**config.mk**
```make
export PLATFORM = sky130hd
export DESIGN_NAME = wb_dcache_flush_ctrl_flat
export DESIGN_NICKNAME = d
export VERILOG_FILES = /design/src/rtl/wb_dcache_flush_pkg.sv /design/src/rtl/wb_dcache_flush_ctrl_if.sv /design/src/rtl/wb_flush_way_sel.sv /design/src/rtl/wb_dcache_flush_ctrl.sv /design/src/flat_wrapper.sv
export SDC_FILE = /design/constraint.sdc
export NUM_CORES = 1
export LEC_CHECK = 0
export CORE_ASPECT_RATIO = 0.75
export CORE_UTILIZATION = 50
export DETAILED_ROUTE_END_ITERATION = 7
export GPL_TIMING_DRIVEN = 0
export PLACE_DENSITY = 0.94
export SETUP_SLACK_MARGIN = 0.05
export SLEW_MARGIN = 20
export SYNTH_ARGS = -nofsm -noshare
export SYNTH_HDL_FRONTEND = slang
export SYNTH_HIERARCHICAL = 1
export SYNTH_SLANG_ARGS = --single-unit
export TNS_END_PERCENT = 10
```
**constraint.sdc**
```tcl
create_clock -name clk_i -period 4.7 [get_ports clk_i]
set_input_delay 0.705 -clock clk_i [delete_from_list [all_inputs] [get_ports clk_i]]
set_output_delay 0.705 -clock clk_i [all_outputs]
set_load 0.02 [all_outputs]
```
**src/rtl/wb_dcache_flush_pkg.sv**
```systemverilog
// rtl/wb_dcache_flush_pkg.sv - shared types and geometry for the dcache flush controller
// Purpose: FSM state type and default dcache geometry (32 KiB, 8 ways, 16 B lines).
// Ports: none (package).
package wb_dcache_flush_pkg;

  localparam int DCACHE_NUM_SETS   = 256;
  localparam int DCACHE_NUM_WAYS   = 8;
  localparam int DCACHE_LINE_BYTES = 16;

  typedef enum logic [2:0] {
    IDLE,
    RD_TAG,
    WAIT_TAG,
    WB_REQ,
    WB_WAIT,
    INV_SET,
    DONE
  } flush_state_e;

endpackage

```
**src/rtl/wb_dcache_flush_ctrl_if.sv**
```systemverilog
// rtl/wb_dcache_flush_ctrl_if.sv - tag-array and writeback bus between flush controller and dcache
// Purpose: groups the tag-array port and the line-writeback port.
// Ports (master = flush controller):
//   tag_req_o/tag_gnt_i/tag_we_o/tag_idx_o  tag-array request, grant, write enable, set index
//   tag_rvalid_i/tag_valid_i/tag_dirty_i    tag read response, one cycle after a read grant
//   wb_req_o/wb_gnt_i/wb_way_o/wb_idx_o     writeback request, grant, way, set index
//   wb_done_i                               writeback completion
interface wb_dcache_flush_ctrl_if
  import wb_dcache_flush_pkg::*;
#(
  parameter int NumSets = DCACHE_NUM_SETS,
  parameter int NumWays = DCACHE_NUM_WAYS
) ();

  localparam int IdxW = $clog2(NumSets);
  localparam int WayW = $clog2(NumWays);

  logic               tag_req_o;
  logic               tag_gnt_i;
  logic               tag_we_o;
  logic [IdxW-1:0]    tag_idx_o;
  logic               tag_rvalid_i;
  logic [NumWays-1:0] tag_valid_i;
  logic [NumWays-1:0] tag_dirty_i;
  logic               wb_req_o;
  logic               wb_gnt_i;
  logic [WayW-1:0]    wb_way_o;
  logic [IdxW-1:0]    wb_idx_o;
  logic               wb_done_i;

  modport master (
    output tag_req_o, tag_we_o, tag_idx_o, wb_req_o, wb_way_o, wb_idx_o,
    input  tag_gnt_i, tag_rvalid_i, tag_valid_i, tag_dirty_i, wb_gnt_i, wb_done_i
  );

  modport slave (
    input  tag_req_o, tag_we_o, tag_idx_o, wb_req_o, wb_way_o, wb_idx_o,
    output tag_gnt_i, tag_rvalid_i, tag_valid_i, tag_dirty_i, wb_gnt_i, wb_done_i
  );

endinterface

```
**src/rtl/wb_flush_way_sel.sv**
```systemverilog
// rtl/wb_flush_way_sel.sv - lowest-set-bit way selector
// Purpose: picks the lowest-numbered way in a pending mask.
// Ports: mask_i (NumWays) in; way_o (index of lowest set bit, 0 if none) out; empty_o (mask is zero) out.
module wb_flush_way_sel #(
  parameter  int NumWays = 8,
  localparam int WayW    = $clog2(NumWays)
) (
  input  logic [NumWays-1:0] mask_i,
  output logic [WayW-1:0]    way_o,
  output logic               empty_o
);

  always_comb begin
    way_o   = '0;
    empty_o = ~|mask_i;
    // Scan from the top so the lowest set bit is the last write.
    for (int i = NumWays - 1; i >= 0; i--) begin
      if (mask_i[i]) way_o = WayW'(i);
    end
  end

endmodule

```
**src/rtl/wb_dcache_flush_ctrl.sv**
```systemverilog
// rtl/wb_dcache_flush_ctrl.sv - write-back dcache flush controller
// Purpose: walks every set in ascending order, writes back valid+dirty lines
//   lowest way first, then invalidates the set; pulses flush_ack_o at the end.
// Ports: clk_i, rst_i (sync, active-high); flush_i request; flush_ack_o one-cycle
//   completion pulse; busy_o high outside IDLE; wb_cnt_o dirty lines written back;
//   bus (wb_dcache_flush_ctrl_if.master) tag-array and writeback ports.
// Config: define WB_FLUSH_PERF_CNT_EN to build the wb_cnt_o counter; otherwise it reads 0.
module wb_dcache_flush_ctrl
  import wb_dcache_flush_pkg::*;
#(
  parameter int NumSets = DCACHE_NUM_SETS,
  parameter int NumWays = DCACHE_NUM_WAYS
) (
  input  logic                          clk_i,
  input  logic                          rst_i,
  input  logic                          flush_i,
  output logic                          flush_ack_o,
  output logic                          busy_o,
  output logic [15:0]                   wb_cnt_o,
  wb_dcache_flush_ctrl_if.master        bus
);

  localparam int IdxW = $clog2(NumSets);
  localparam int WayW = $clog2(NumWays);

  flush_state_e       state_q;
  logic [IdxW-1:0]    set_q;
  logic [NumWays-1:0] pending_q;
  logic               tag_req_q;
  logic               tag_we_q;
  logic               wb_req_q;
  logic [WayW-1:0]    wb_way_q;
  logic               ack_q;
  logic               busy_q;

  // Next pending mask: the fresh tag read in WAIT_TAG, otherwise the current
  // mask minus the way just written back. One selector serves both cases.
  logic [NumWays-1:0] pend_src;
  logic [WayW-1:0]    sel_way;
  logic               sel_empty;

  always_comb begin
    pend_src = pending_q & ~(NumWays'(1) << wb_way_q);
    if (state_q == WAIT_TAG) pend_src = bus.tag_valid_i & bus.tag_dirty_i;
  end

  wb_flush_way_sel #(.NumWays(NumWays)) u_way_sel (
    .mask_i  (pend_src),
    .way_o   (sel_way),
    .empty_o (sel_empty)
  );

  always_ff @(posedge clk_i) begin
    if (rst_i) begin
      state_q   <= IDLE;
      set_q     <= '0;
      pending_q <= '0;
      tag_req_q <= 1'b0;
      tag_we_q  <= 1'b0;
      wb_req_q  <= 1'b0;
      wb_way_q  <= '0;
      ack_q     <= 1'b0;
      busy_q    <= 1'b0;
    end else begin
      ack_q <= 1'b0;
      unique case (state_q)
        IDLE: begin
          if (flush_i) begin
            set_q     <= '0;
            tag_req_q <= 1'b1;
            tag_we_q  <= 1'b0;
            busy_q    <= 1'b1;
            state_q   <= RD_TAG;
          end
        end
        RD_TAG: begin
          if (bus.tag_gnt_i) begin
            tag_req_q <= 1'b0;
            state_q   <= WAIT_TAG;
          end
        end
        WAIT_TAG, WB_WAIT: begin
          if ((state_q == WAIT_TAG && bus.tag_rvalid_i) ||
              (state_q == WB_WAIT && bus.wb_done_i)) begin
            pending_q <= pend_src;
            if (!sel_empty) begin
              wb_req_q <= 1'b1;
              wb_way_q <= sel_way;
              state_q  <= WB_REQ;
            end else begin
              tag_req_q <= 1'b1;
              tag_we_q  <= 1'b1;
              state_q   <= INV_SET;
            end
          end
        end
        WB_REQ: begin
          if (bus.wb_gnt_i) begin
            wb_req_q <= 1'b0;
            state_q  <= WB_WAIT;
          end
        end
        INV_SET: begin
          if (bus.tag_gnt_i) begin
            tag_we_q <= 1'b0;
            if (set_q == IdxW'(NumSets - 1)) begin
              tag_req_q <= 1'b0;
              ack_q     <= 1'b1;
              state_q   <= DONE;
            end else begin
              set_q     <= set_q + 1'b1;
              tag_req_q <= 1'b1;
              state_q   <= RD_TAG;
            end
          end
        end
        DONE: begin
          busy_q  <= 1'b0;
          state_q <= IDLE;
        end
        default: state_q <= IDLE;
      endcase
    end
  end

`ifdef WB_FLUSH_PERF_CNT_EN
  logic [15:0] cnt_q;

  always_ff @(posedge clk_i) begin
    if (rst_i) begin
      cnt_q <= '0;
    end else if (state_q == IDLE && flush_i) begin
      cnt_q <= '0;
    end else if (state_q == WB_WAIT && bus.wb_done_i && cnt_q != 16'hFFFF) begin
      cnt_q <= cnt_q + 16'd1;
    end
  end

  assign wb_cnt_o = cnt_q;
`else
  assign wb_cnt_o = 16'd0;
`endif

  assign flush_ack_o   = ack_q;
  assign busy_o        = busy_q;
  assign bus.tag_req_o = tag_req_q;
  assign bus.tag_we_o  = tag_we_q;
  assign bus.tag_idx_o = set_q;
  assign bus.wb_req_o  = wb_req_q;
  assign bus.wb_way_o  = wb_way_q;
  assign bus.wb_idx_o  = set_q;

endmodule

```
**src/flat_wrapper.sv**
```systemverilog
// flat-port wrapper written by rule: the top's interface ports become plain ports
module wb_dcache_flush_ctrl_flat import wb_dcache_flush_pkg::*;
#(
  parameter int NumSets = DCACHE_NUM_SETS,
  parameter int NumWays = DCACHE_NUM_WAYS
)
  (clk_i, rst_i, flush_i, flush_ack_o, busy_o, wb_cnt_o, bus_tag_req_o, bus_tag_we_o, bus_tag_idx_o, bus_wb_req_o, bus_wb_way_o, bus_wb_idx_o, bus_tag_gnt_i, bus_tag_rvalid_i, bus_tag_valid_i, bus_tag_dirty_i, bus_wb_gnt_i, bus_wb_done_i);
  wb_dcache_flush_ctrl_if #(.NumSets(NumSets), .NumWays(NumWays)) bus_i ();
  input  logic clk_i;
  input  logic rst_i;
  input  logic flush_i;
  output logic flush_ack_o;
  output logic busy_o;
  output logic [15:0] wb_cnt_o;
  output wire logic [$bits(bus_i.tag_req_o)-1:0] bus_tag_req_o;
  output wire logic [$bits(bus_i.tag_we_o)-1:0] bus_tag_we_o;
  output wire logic [$bits(bus_i.tag_idx_o)-1:0] bus_tag_idx_o;
  output wire logic [$bits(bus_i.wb_req_o)-1:0] bus_wb_req_o;
  output wire logic [$bits(bus_i.wb_way_o)-1:0] bus_wb_way_o;
  output wire logic [$bits(bus_i.wb_idx_o)-1:0] bus_wb_idx_o;
  input wire logic [$bits(bus_i.tag_gnt_i)-1:0] bus_tag_gnt_i;
  input wire logic [$bits(bus_i.tag_rvalid_i)-1:0] bus_tag_rvalid_i;
  input wire logic [$bits(bus_i.tag_valid_i)-1:0] bus_tag_valid_i;
  input wire logic [$bits(bus_i.tag_dirty_i)-1:0] bus_tag_dirty_i;
  input wire logic [$bits(bus_i.wb_gnt_i)-1:0] bus_wb_gnt_i;
  input wire logic [$bits(bus_i.wb_done_i)-1:0] bus_wb_done_i;
  assign bus_tag_req_o = bus_i.tag_req_o;
  assign bus_tag_we_o = bus_i.tag_we_o;
  assign bus_tag_idx_o = bus_i.tag_idx_o;
  assign bus_wb_req_o = bus_i.wb_req_o;
  assign bus_wb_way_o = bus_i.wb_way_o;
  assign bus_wb_idx_o = bus_i.wb_idx_o;
  assign bus_i.tag_gnt_i = bus_tag_gnt_i;
  assign bus_i.tag_rvalid_i = bus_tag_rvalid_i;
  assign bus_i.tag_valid_i = bus_tag_valid_i;
  assign bus_i.tag_dirty_i = bus_tag_dirty_i;
  assign bus_i.wb_gnt_i = bus_wb_gnt_i;
  assign bus_i.wb_done_i = bus_wb_done_i;
  wb_dcache_flush_ctrl #(.NumSets(NumSets), .NumWays(NumWays)) u_core (.clk_i(clk_i), .rst_i(rst_i), .flush_i(flush_i), .flush_ack_o(flush_ack_o), .busy_o(busy_o), .wb_cnt_o(wb_cnt_o), .bus(bus_i));
endmodule
```
# Word-level counts from Yosys, hierarchy flattened
# Index checks and enable logic that the tools add are counted.
# classes
addsub,1
n_eq_ne,15
shift,1
muxes,36
bitwise_logic,5
n_reduce_logical,20
# ops
cell,count
$mux 3,15
$mux 8,4
$and 8x8->8,2
$pmux 8 s2,1
$pmux 3 s5,1
$ne 2x2->1 const B,6
$mux 1,11
$reduce_and 5->1,2
$eq 3x3->1 const B,3
$add 8x1->8 const B,1
$eq 8x8->1 const B,1
$not 8->8,1
$reduce_and 4->1,2
$reduce_or 8->1,1
$shl 1x3->8 const A,1
$eq 3x2->1 const B,2
$reduce_and 6->1,1
$reduce_bool 2->1,3
$ne 2x1->1 const B,2
$pmux 1 s2,2
$pmux 1 s4,1
$reduce_and 2->1,2
$reduce_bool 4->1,1
$eq 3x1->1 const B,1
other kinds (9),11
# totals
reg_bits,27
input_bits,23
out_inout_bits,40
wordCells,87

# Longest topological paths before layout
# depth
depth_word,12
ltp_mapped,12
mapped_depth_nobuf,11

# Modules after synthesis
# Netlist, hierarchy kept.
# by_module_without_submodules
mod,instances,cells_each,area_per_inst_um2,seq_area_each_um2
wb_dcache_flush_ctrl,1,227,1873.0,540.5
wb_flush_way_sel,1,15,85.1,0.0

# Worst setup path before layout
# OpenSTA, ideal clock, no wires.
# synth_path
path_type,register to register
startpoint,register u_core.wb_way_q[1] (netlist: u_core/bus.wb_way_o[1])
endpoint,register u_core.tag_we_q (netlist: u_core/bus.tag_we_o)
setup_time_ns,0.117
arrival_ns,2.330
required_time_ns,4.583
path_slack_ns,2.252
stages_incl_launch_ff,11
path_buffers,0
period_less_slack_ns,2.448
path_cell_list,dfxtp_1 -> inv_1 -> o311ai_0 -> nand2_1 -> nor2_1 -> nand2_1 -> nor2_1 -> nor2b_1 -> a221oi_1 -> nand2_1 -> a32o_1
# synth_via
elab_chain_len,7
# synth_rtl
element,line_no,source
"start, declared",wb_dcache_flush_ctrl.sv:32,logic [WayW-1:0] wb_way_q;
"start signal, assigned",wb_dcache_flush_ctrl.sv:88,wb_way_q <= sel_way;
$shl 1x3->8,wb_dcache_flush_ctrl.sv:43,pend_src = pending_q & ~(NumWays'(1) << wb_way_q);
$not 8->8,wb_dcache_flush_ctrl.sv:43,
$and 8x8->8,wb_dcache_flush_ctrl.sv:43,
$mux 8,wb_dcache_flush_ctrl.sv:44,if (state_q == WAIT_TAG) pend_src = bus.tag_valid_i & bus.tag_dirty_i;
named net u_core.pend_src[2],wb_dcache_flush_ctrl.sv:38,logic [NumWays-1:0] pend_src;
$reduce_or 8->1,wb_flush_way_sel.sv:15,empty_o = ~|mask_i;
$ne 2x2->1 (no source line),n/a,
$reduce_and 5->1 (no source line),n/a,
"end signal, assigned",wb_dcache_flush_ctrl.sv:59,tag_we_q <= 1'b0;
"end signal, assigned",wb_dcache_flush_ctrl.sv:71,tag_we_q <= 1'b0;
"end signal, assigned",wb_dcache_flush_ctrl.sv:92,tag_we_q <= 1'b1;
"end, declared",wb_dcache_flush_ctrl.sv:30,logic tag_we_q;
# The timed path passes the listed nets, and every way through them passes these cells.
# A chain may end at the register's enable or synchronous reset.

# Worst setup path in the final report
# layout_path
startpoint,register u_core.state_q[2]
endpoint,register u_core.tag_we_q (netlist: u_core/bus.tag_we_o)
# layout_via
elab_chain_len,5
word_cells_on_any_way,17
classes_between,eq/ne (7); mux (2); reduce/logical (8)
# layout_rtl
element,line_no,source
"start, declared",wb_dcache_flush_ctrl.sv:26,flush_state_e state_q;
"start signal, assigned",wb_dcache_flush_ctrl.sv:55,state_q <= IDLE;
"start signal, assigned",wb_dcache_flush_ctrl.sv:73,state_q <= RD_TAG;
"start signal, assigned",wb_dcache_flush_ctrl.sv:79,state_q <= WAIT_TAG;
$eq 3x2->1,wb_dcache_flush_ctrl.sv:44,
$mux 8,wb_dcache_flush_ctrl.sv:44,
named net u_core.pend_src[2],wb_dcache_flush_ctrl.sv:38,
$reduce_or 8->1,wb_flush_way_sel.sv:15,
$ne 2x2->1 (no source line),n/a,
$reduce_and 5->1 (no source line),n/a,
# The timed path passes the listed nets, and every way through them passes these cells.

==> impl_metrics.ini <==
[logic_synthesis]
ys_seq_area_share_pct = 27.60
synthXorXnorAreaFrac_pct = 0
synth_top_family_by_area = compound AO/OA/AOI/OAI gates
synth_edf_count = 0
yosysWarnings = 6
ys_seq_elements = 27
synth-simple-area-share_pct = 25.37
synth.cell_area_sq_um = 1958
netlist_instances = 242
synth_compound_area_share_pct = 26.84
synth.avg_cell_area_sq_um = 8.091
synth_cell_types = 57
ys.flop_type = dfxtp_1
synth_mux_area_share_pct = 4.345
synth_fa_ha_area_share_pct = 0.6390
synthArstFlopShare_pct = 0

[grt]
grt_pass1_vias = 1728
antenna_found_initial = 0
use_met2_pct = 36.36
grt_pass1_wl_mm = 7.672
grt-busiest-layer = met2
grt_util_met1_pct = 33.33
grt.met3_usage_pct = 5.797
overflow = 0
grt_max_degree = 16
grt_usage_pct = 23.48

[power]
peakVddDrop_v = 0.0002849
p_per_area_nw_per_um2 = 438.3
p_leak_nw = 1.029

[timing]
period_share_pct = 59.65
slew_violations = 0
rsz0062_at_grt = false
layout_min_cycle_time_ns = 2.803
hold_viol = 0
fmax_mhz = 356.7
fin_setup_tns_ns = 0
tightest_slew_ns = 0.5277
setup_ws_ns = 1.897
timing.slew.headroom_pct = 64.69
final-setup-viol-count = 0
skew_ns = 0.002146

[routing]
drtIter0Drc = 215
vias = 1993
routedWlPerCell_microns = 13.60
wl_mm = 4.868
antenna_left = 0
first_pass_iters = 5
vias_per_cell = 5.567
drc = 0

[placement]
hpwl_mm = 3.719
routabilityCongestion = 0.8794
portBuffers = 45
dpl_worst_slack_ns = 1.900

[floorplan]
die_h_microns = 56.20
die_w_microns = 74.26
ioPinCount = 63
design.die.area_sq_um = 4173
row_count = 19
start_util_pct = 52.80
coreArea_sq_um = 3709

[cts]
cts-root-buf = clkbuf_8
hold_buffers = 0
clk_path_buf_depth = 2
cts_tree = built
cts_resized = 0
cts_made_buffers = 3
path_clk_slew_ns = 0.09
cts_max_level = 1
clk_latency_ns = 0.27
cts_setup_buffers = 0
clock_sinks = 27

[final_layout]
mostFrequentLayoutCells = clkdlybuf4s50_1 (45), dfxtp_1 (27), buf_4 (26)
synthToLayoutAreaGrowth_pct = 31.57
final_common_cell = clkdlybuf4s50_1
nNetsFinal = 331
drive_gt1_share_pct = 17.97
n_antenna_cell = 0

[setup_path]
arrival_ns = 2.97
cp_common_cell = nand2_1
crit_path_end_kind = flop
required_ns = 4.86
path_max_fanout = 8
worst-path-buf-inv = 1
start_kind = flop
critical_path.top_delay_family = simple AND/OR/NAND/NOR gates
cp_slowest_stage_delay_ns = 0.39
worstSetupPathType = flop to flop
cp_cell_sequence = or3b_1 > buf_2 > o311ai_0 > nand2_1 > nor2_1 > nand2_1 > nor2_1 > nor2b_1 > a221oi_1 > nand2_1 > a32o_1
cp_slowest_cell = dfxtp_1

[run_status]
status = finished clean

[min_path]
hp-class = flop to flop

[run]
drv_cap = 0
-- registers in the layout, summed over array words and instances, names as in the netlist --
register              flops
u_core/bus.tag_idx_o      8
u_core/pending_q          8
u_core/bus.wb_way_o       3
u_core/state_q            3
u_core/bus.tag_req_o      1
u_core/bus.tag_we_o       1
u_core/bus.wb_req_o       1
u_core/busy_o             1
u_core/flush_ack_o        1
-- layout make-up --
type | count | area, sq um
inverters | 9 | 33.78
plain buffers | 36 | 260.3
well taps | 52 | 65.06
clock buffers | 3 | 41.29
repair buffers | 45 | 450.4
flip-flops and latches | 27 | 540.5
fillers | 296 | 1132
clock inverters | 1 | 5.005
multi-input cells | 185 | 1180
-- synth_stat cells (2+ instances only) --
master | number | share of area [%]
o21a_1 | 2 | 0.77
a221oi_2 | 2 | 1.5
inv_1 | 9 | 1.7
clkbuf_1 | 3 | 0.58
o21bai_1 | 4 | 1.5
a31oi_1 | 12 | 3.8
mux2i_1 | 6 | 3.1
or2_1 | 2 | 0.64
nor2_1 | 17 | 3.3
buf_6 | 3 | 1.7
o21ai_0 | 8 | 2.0
o221a_2 | 2 | 1.2
a211oi_1 | 2 | 0.77
nand3b_4 | 2 | 2.0
o31ai_1 | 2 | 0.77
o211ai_1 | 6 | 2.3
or3_1 | 4 | 1.3
nor3_1 | 6 | 1.5
dfxtp_1 | 27 | 28
nand3_1 | 19 | 4.9
a32o_1 | 2 | 1.0
nor2b_1 | 3 | 0.96
nand2_1 | 22 | 4.2
buf_2 | 4 | 1.0
o32ai_1 | 2 | 0.89
a21oi_1 | 9 | 2.3
o21ai_1 | 5 | 1.3
o311ai_0 | 3 | 1.3
buf_4 | 26 | 10
-- stage by stage --
stage          instance area, sq um  cells  hold slack (ns)  power, mW  util (%)
3_5_place_dp                   2530    354           0.4878     0.9824     68.22
5_1_grt                        2576    358           0.5352      1.198     69.47
2_1_floorplan                  2014    257           0.4604     0.8301         -
6_report                       2576    358           0.5054      1.129     69.47
3_3_place_gp                   2530    354           0.4800     0.9659     68.22
4_1_cts                        2576    358           0.5103      1.114     69.47
-- final timing paths --
check,end,slack [ns],startpoint,cells after the start
min reg2reg,u_core/pending_q[0],0.51,u_core/pending_q[0],2
min,u_core/pending_q[0],0.51,u_core/pending_q[0],2
max reg2reg,u_core/bus.tag_we_o,1.90,u_core/state_q[2],11
max,u_core/bus.tag_we_o,1.90,u_core/state_q[2],11
-- power breakdown --
part | leakage, nW | switching, mW | internal (mW)
Clock | 0.0255 | 0.0702 | 0.0593
Sequential | 0.219 | 0.0378 | 0.274
Combinational | 0.785 | 0.397 | 0.290
Total | 1.03 | 0.505 | 0.624
-- cells by family (layout without fill, tap and decap cells) --
logic type	after synthesis	count (layout)
compound gates	70	70
simple gates	90	90
flops	27	27
fa+ha+maj	1	1
other cells	1	16
mux	8	8
buf+inv	45	94
-- layer usage --
layer	vias up	routed length, microns
met2	108	2240
met4	0	34
li1	978	-
met5	-	0
met1	901	2131
met3	6	461
-- worst reg2reg max path, stage by stage, from the launching register on --
cell and delay, ns:
dfxtp_1 0.39, or3b_1 0.36, buf_2 0.18, o311ai_0 0.14, nand2_1 0.21, nor2_1 0.18, nand2_1 0.09, nor2_1 0.35
nor2b_1 0.16, a221oi_1 0.29, nand2_1 0.09, a32o_1 0.27
Power figures use the tool's default switching activity.
